File: src/rtl/sc_mips_defines.sv
// Opcode/ALU-op map shared by the control decoder and the program loader,
// plus the loader's instruction-kind and FSM state types.
package sc_mips_defines;

    localparam logic [5:0] OP_RTYPE = 6'b000000;
    localparam logic [5:0] OP_LW    = 6'b100011;
    localparam logic [5:0] OP_SW    = 6'b101011;
    localparam logic [5:0] OP_ADDI  = 6'b001000;
    localparam logic [5:0] OP_BEQ   = 6'b000100;
    localparam logic [5:0] OP_BNE   = 6'b000101;
    localparam logic [5:0] OP_J     = 6'b000010;

    localparam logic [1:0] ALUOP_ADD   = 2'b00;
    localparam logic [1:0] ALUOP_SUB   = 2'b01;
    localparam logic [1:0] ALUOP_FUNCT = 2'b10;

    typedef enum logic [2:0] {
        KIND_R    = 3'd0,
        KIND_LW   = 3'd1,
        KIND_SW   = 3'd2,
        KIND_ADDI = 3'd3,
        KIND_BEQ  = 3'd4,
        KIND_BNE  = 3'd5,
        KIND_J    = 3'd6,
        KIND_RSVD = 3'd7
    } kind_t;

    typedef logic [1:0] state_t;
    localparam state_t ST_IDLE = 2'd0;
    localparam state_t ST_LOAD = 2'd1;
    localparam state_t ST_DONE = 2'd2;

endpackage

File: src/rtl/sc_instr_pack.sv
// Combinational MIPS encoder: packs the fields relevant to one instruction kind
// into a 32-bit word; legal is low for the reserved kind.
module sc_instr_pack
    import sc_mips_defines::*;
(
    input  kind_t       kind,
    input  logic [4:0]  rs,
    input  logic [4:0]  rt,
    input  logic [4:0]  rd,
    input  logic [4:0]  shamt,
    input  logic [5:0]  funct,
    input  logic [15:0] imm,
    input  logic [25:0] target,
    output logic [31:0] word,
    output logic        legal
);

    always_comb begin
        word  = '0;
        legal = 1'b1;
        case (kind)
            KIND_R:    word = {OP_RTYPE, rs, rt, rd, shamt, funct};
            KIND_LW:   word = {OP_LW,   rs, rt, imm};
            KIND_SW:   word = {OP_SW,   rs, rt, imm};
            KIND_ADDI: word = {OP_ADDI, rs, rt, imm};
            KIND_BEQ:  word = {OP_BEQ,  rs, rt, imm};
            KIND_BNE:  word = {OP_BNE,  rs, rt, imm};
            KIND_J:    word = {OP_J, target};
            default:   legal = 1'b0;
        endcase
    end

endmodule

File: src/rtl/sc_program_loader.sv
// Streams instruction bundles into instruction memory from word 0; one registered
// write per accepted legal bundle (1-cycle latency), in_ready low outside LOAD or when full.
module sc_program_loader
    import sc_mips_defines::*;
#(
    parameter int ADDR_W = 8,
    parameter int DEPTH  = 256
) (
    input  logic              clk,
    input  logic              rst,
    input  logic              start,
    input  logic              in_valid,
    output logic              in_ready,
    input  logic [2:0]        in_kind,
    input  logic [4:0]        in_rs,
    input  logic [4:0]        in_rt,
    input  logic [4:0]        in_rd,
    input  logic [4:0]        in_shamt,
    input  logic [5:0]        in_funct,
    input  logic [15:0]       in_imm,
    input  logic [25:0]       in_target,
    input  logic              in_last,
    output logic              imem_we,
    output logic [ADDR_W-1:0] imem_addr,
    output logic [31:0]       imem_wdata,
    output logic              busy,
    output logic              done,
    output logic              illegal_kind,
    output logic [ADDR_W:0]   word_count
);

    localparam logic [ADDR_W:0] DEPTH_C = (ADDR_W+1)'(DEPTH);
    localparam logic [ADDR_W:0] LAST_C  = (ADDR_W+1)'(DEPTH - 1);
    localparam logic [ADDR_W:0] ONE_C   = (ADDR_W+1)'(1);

    state_t      state;
    logic [31:0] packed_word;
    logic        packed_legal;
    logic        accept;

    sc_instr_pack u_pack (
        .kind   (kind_t'(in_kind)),
        .rs     (in_rs),
        .rt     (in_rt),
        .rd     (in_rd),
        .shamt  (in_shamt),
        .funct  (in_funct),
        .imm    (in_imm),
        .target (in_target),
        .word   (packed_word),
        .legal  (packed_legal)
    );

    assign in_ready = (state == ST_LOAD) && (word_count < DEPTH_C);
    assign accept   = in_valid && in_ready;
    assign busy     = (state == ST_LOAD);
    assign done     = (state == ST_DONE);

    // word_count doubles as the next write address, so the two can never diverge.
    always_ff @(posedge clk or posedge rst) begin
        if (rst) begin
            state        <= ST_IDLE;
            imem_we      <= 1'b0;
            imem_addr    <= '0;
            imem_wdata   <= '0;
            illegal_kind <= 1'b0;
            word_count   <= '0;
        end else begin
            imem_we <= 1'b0;
            if (state == ST_LOAD) begin
                if (accept) begin
                    if (packed_legal) begin
                        imem_we    <= 1'b1;
                        imem_addr  <= word_count[ADDR_W-1:0];
                        imem_wdata <= packed_word;
                        word_count <= word_count + ONE_C;
                    end else begin
                        illegal_kind <= 1'b1;
                    end
                    if (in_last || (packed_legal && word_count == LAST_C)) begin
                        state <= ST_DONE;
                    end
                end
            end else if (start) begin
                state        <= ST_LOAD;
                imem_addr    <= '0;
                illegal_kind <= 1'b0;
                word_count   <= '0;
            end
        end
    end

endmodule
File: config.mk
export PLATFORM = sky130hd
export DESIGN_NAME = sc_program_loader
export DESIGN_NICKNAME = d
export VERILOG_FILES = /design/src/rtl/sc_mips_defines.sv /design/src/rtl/sc_instr_pack.sv /design/src/rtl/sc_program_loader.sv
export SDC_FILE = /design/constraint.sdc
export NUM_CORES = 1
export LEC_CHECK = 0
export ABC_CLOCK_PERIOD_IN_PS = 2050
export BUFFER_PORTS_ARGS = -buffer_cell sky130_fd_sc_hd__buf_2
export CORE_MARGIN = 4
export CORE_UTILIZATION = 30
export CTS_CLUSTER_DIAMETER = 150
export DETAILED_ROUTE_END_ITERATION = 8
export MAX_ROUTING_LAYER = met4
export PLACE_DENSITY = 0.62
export SLEW_MARGIN = 20
export SYNTH_ARGS = -nofsm -noshare
export SYNTH_HDL_FRONTEND = slang
export SYNTH_SLANG_ARGS = --single-unit
File: constraint.sdc
create_clock -name clk -period 2.05 [get_ports clk]
set_input_delay 0.3075 -clock clk [delete_from_list [all_inputs] [get_ports clk]]
set_output_delay 0.3075 -clock clk [all_outputs]
set_load 0.02 [all_outputs]
# After elaboration in Yosys (flattened, before gate mapping)

Index checks and enable logic that the tools add are counted.

Add/sub/neg operators: 1
$lt $le $gt $ge: 1
Eq/ne operators: 13
Muxes and demuxes: 21
Reduce and logical (&&, ||, !) cells: 11

Operators with widths:

| operator                                                              | count |
|---|---|
| 32-bit one-hot mux with 7 select lines                                | 1 |
| 9-bit two-way mux                                                     | 4 |
| 8-bit two-way mux                                                     | 4 |
| 3-bit AND reduction                                                   | 4 |
| 9-bit by 1-bit adder with 9-bit output, second input constant         | 1 |
| 3-bit equality test, second input constant                            | 3 |
| 9-bit by 8-bit equality test with 1-bit output, second input constant | 1 |
| 9-bit less-than comparator, second input constant                     | 1 |
| 1-bit two-way mux                                                     | 8 |
| 2-bit two-way mux                                                     | 4 |
| 7-bit OR reduction                                                    | 1 |
| 3-bit by 2-bit equality test with 1-bit output, second input constant | 2 |
| 2-bit by 1-bit != test with 1-bit output, second input constant       | 3 |
| 3-bit by 1-bit equality test with 1-bit output, second input constant | 1 |
| 1-bit logical AND                                                     | 3 |
| 3-bit zero test                                                       | 1 |
| 2-bit by 1-bit equality test with 1-bit output, second input constant | 1 |
| 2-bit equality test, second input constant                            | 1 |
| 2-bit != test, second input constant                                  | 1 |
| 2-bit nonzero test                                                    | 1 |
| 1-bit logical OR                                                      | 1 |

Bits in registers: 53
Output and inout bits: 54

# Depth between registers and ports, before layout

Word-level depth: 8
Mapped depth: 6
Depth with buffers taken out: 6

# Cells and area by module

Synthesis repeated with hierarchy kept, for this count alone.

Cell total of the unflattened synthesis: 274
Area total of the unflattened synthesis: 3,130.5 µm²

By module, submodules not included:

| module            | instances | cells each | area each (µm²) |
|---|---|---|---|
| sc_program_loader | 1         | 156        | 2,334.7 |
| sc_instr_pack     | 1         | 118        | 795.8 |

# Least setup slack after synthesis

No wires, ideal clock.

Kind: reg2reg
From: register word_count[0]
To: register state[0]
Library setup time: 0.121 ns
Arrival: 1.470 ns
Required time: 1.929 ns
Slack: 0.459 ns
Cell stages (with the launch flop): 7
Clock period less this slack: 1.591 ns
Cells stage by stage: dfrtp_1 > ha_1 > nand3_1 > nor3_1 > ha_1 > a21oi_1 > o22a_1

Longest elaborated chain between the ends: 5

Ends and longest elaborated chain:

| what                                                                                         | line                                             | text |
|---|---|---|
| start, declared                                                                              | sc_program_loader.sv:29                          | `output logic [ADDR_W:0] word_count` |
| start signal, assigned                                                                       | sc_program_loader.sv:76                          | `word_count <= word_count + ONE_C;` |
| 9-bit less-than comparator or 9-bit by 8-bit equality test with 1-bit output (tied branches) | sc_program_loader.sv:54, sc_program_loader.sv:80 |  |
| 1-bit logical AND (on tied branches)                                                         | sc_program_loader.sv:54, sc_program_loader.sv:80 |  |
| 1-bit logical AND or 1-bit logical OR (tied branches)                                        | sc_program_loader.sv:55, sc_program_loader.sv:80 |  |
| 2-bit by 1-bit != test with 1-bit output (no line)                                           | -                                                |  |
| 3-bit AND reduction (no line) *                                                              | -                                                |  |
| end signal, assigned                                                                         | sc_program_loader.sv:62                          | `state <= ST_IDLE;` |
| end signal, assigned                                                                         | sc_program_loader.sv:81                          | `state <= ST_DONE;` |
| end signal, assigned                                                                         | sc_program_loader.sv:85                          | `state <= ST_LOAD;` |
| end, declared                                                                                | sc_program_loader.sv:36                          | `state_t state;` |

Every way passes the cells marked *; elsewhere a longest branch is shown, timed or not.
A chain may end at the register's enable or synchronous reset.

# Worst setup path in the final report

From: register state[1]
To: output port busy

Longest elaborated chain between the ends: 1

Ends and longest elaborated chain:

| what                                           | line                    | text |
|---|---|---|
| 2-bit by 1-bit equality test with 1-bit output | sc_program_loader.sv:56 | `assign busy = (state == ST_LOAD);` |
| end, declared                                  | sc_program_loader.sv:26 | `output logic busy,` |

No other way between the ends.

==> metrics.yaml <==
outcome: "finished, final reports clean"
gr-total-overflow: 0
diodes: 0
startpoint_type: "flop"
cts_tree: "done"
final_nets: 488
yosysSeqAreaShare: 0.4559
holdWs_ns: 0.006327
fill_cells: 963
critPathMaxStageDelay_ns: 0.42
dieArea_um2: 11140
synth_area_leaders: "dfrtp_1 (46%), a221oi_1 (5.2%), o21ai_0 (4.9%)"
critical_path_required_ns: 1.74
final_util: 0.4030
layout.cells.non_filler: 540
critical_path.cell_chain: "nand2b_1, inv_1, buf_2"
ys_top_cells_by_count: "dfrtp_1 (52), o21ai_0 (28), a211oi_1 (17), a221oi_1 (17)"
rows: 35
ys_ff_latch: 52
cts_hold_buf: 0
drt_iter0_markers: 163
io_pins: 130
dp_hpwl_um: 6644
p_clk_frac: 0.140
dp_cells: 532
h-tree-depth: 2
switching_power_mw: 1.912
cts_buffers: 5
final_area_um2: 3724
dr_total_vias: 2905
path_clk_slew_ns: 0.10
critPathMaxFanout: 14
maxCapViolCount: 0
firstDrtPassIters: 4
yosys.cell_count.top_type: "dfrtp_1"
cp.arrival_ns: 1.47
drc: 0
maxSlewHeadroom: 0.5357
clock-sinks: 52
netlist_area_um2: 2854
postRouteAntennaNets: 0
total_power_mw: 4.354
cp_top_family: "buffers and inverters"
cts_resized: 0
placement.cell_area_um2: 3631
grt_max_degree: 35
seqPwrFrac: 0.384
cts_root_buffer: "clkbuf_8"
hold_viol: 0
syn_to_final_growth_pct: 30.47
synth_enable_flop_cells: 0
finalCritPeriodShare: 0.8679
routedWlPerCell_um: 17.03
antenna_found_initial: 0
vdd_drop_max_mv: 0.3469
switching_share: 0.4392
p_comb_frac: 0.475
finClkSkew_ns: 0.01217
post-cts-setup-buffers: 0
hp-class: "in -> async"
synth_cell_types: 49
gp_congestion: 0.8524
cpMaxStageDelayCell: "dfrtp_1"
rsz0062_at_grt: "no"
drive_gt1_frac: 0.3796
grt_pass1_vias: 2978
pre_cts_ws_ns: 0.2377
yosysWarningCount: 0
tns_ns: 0
postSynth.asyncResetShare: 1.000
vias_per_cell: 5.380
power_density_nw_per_um2: 1169
crit_type: "reg -> out"
slew_viol_final: 0
setup_slack_ns: 0.2707
intPower_mw: 2.442
period_needed_ns: 1.779
synth-main-ff-cell: "dfrtp_1"
synth_top_area_share: 0.4559
ff2ff_path_depth: 6
p_leak_nw: 1.708
portBuffers: 128
synth_top_area_cell: "dfrtp_1"
reg2reg_to: "state[0]$_DFFE_PP0P_"
start_util: 0.3089
fp.coreArea_um2: 9240
tightestPinTransition_ns: 0.6957
syn_inst: 294
clkLatencyLatePin_ns: 0.30
reg2reg_from: "word_count[0]$_DFFE_PP0P_"
die_y_um: 105.5
setup-violations-final: 0
grt_usage: 0.1677
r2r_slack_ns: 0.31
cts_buffer_depth: 2
drt-total-wl_um: 9196
avgSynthCellArea_um2: 9.707
fmax_mhz: 562.0
fp.dieW_um: 105.5
syn-num-nets: 372
cp-end-kind: "primary output"
path_buf_inv: 2
grt_pass1_wl_um: 15080
[layout make-up]
cell class                      count  area, µm²  area share
Clock buffer                        6      82.58     0.02218
Clock inverter                      2      10.01    0.002688
Inverter                            8      30.03    0.008065
Multi-Input combinational cell    200       1360      0.3653
Sequential cell                    52       1301      0.3495
Tap cell                          129      161.4     0.04335
Timing Repair Buffer              143      778.2      0.2090
[metal layers]
metal | wire (µm) | track usage
met2 | 4504 | 0.2732
met3 | 632 | 0.03184
met1 | 4021 | 0.2224
met4 | 38 | 0.02683
met5 | 0 | -
[cells by family (layout without fill, tap and decap cells)]
group                    after synthesis  count (layout)  share of synthesized area
XOR/XNOR                               1               1                   0.003069
buffers and inverters                 42             159                    0.06751
flip-flops                            52              52                     0.4559
AND/OR/NAND/NOR                       52              52                     0.1035
other                                  1               1                   0.001314
AO/OA/AOI/OAI                        144             144                     0.3599
adder cells (fa/ha/maj)                2               2                   0.008767
[power by group through the flow]
stage          logic, mW  registers (mW)  clock network [mW]
2_1_floorplan      0.905            2.09                   0
3_3_place_gp        2.07            1.68                   0
3_5_place_dp        2.11            1.68                   0
4_1_cts             2.11            1.68               0.639
5_1_grt             2.25            1.73               0.675
6_report            2.07            1.67               0.612
[sequential cells by signal, summed over array words and instances (netlist names)]
register      count
illegal_kind      1
imem_addr         8
word_count        9
imem_we           1
imem_wdata       31
state             2
[cells in the final DEF, fill, tap and decap left out, drive strengths merged, types with 2 or more instances in the layout]
cell / count
o221ai: 3
clkbuf: 6
a21oi: 2
nand3: 16
a2bb2oi: 10
or4: 2
a311o: 2
a221oi: 17
a211oi: 17
o21a: 16
nand3b: 2
o2111a: 2
a221o: 2
nor2b: 2
nor2: 7
a22oi: 2
and4: 2
ha: 2
nor4: 2
o31ai: 16
clkinv: 3
o21ai: 38
nand2: 7
dfrtp: 52
inv: 7
nand4: 3
o22ai: 12
buf: 143
nand2b: 3
[worst register-to-register path, delay by kind of cell, from the launching register on]
kind	cells	cell delay [ns]
simple gates	2	0.45
compound gates	2	0.23
fa+ha+maj	2	0.44
flops	1	0.51
[worst max path at each step]
stage	to	cells after the start	from	slack, ns
after floorplan	state[0]$_DFFE_PP0P_	6	word_count[0]$_DFFE_PP0P_	0.46
after global placement	imem_wdata[7]$_DFFE_PP0P_	5	in_kind[1]	0.32
after detailed placement	imem_wdata[3]$_DFFE_PP0P_	5	in_kind[1]	0.24
after CTS	busy	3	state[1]$_DFFE_PP0P_	0.24
after global routing	state[0]$_DFFE_PP0P_	6	word_count[0]$_DFFE_PP0P_	0.14
final	busy	3	state[1]$_DFFE_PP0P_	0.27
Power figures use the tool's default switching activity.
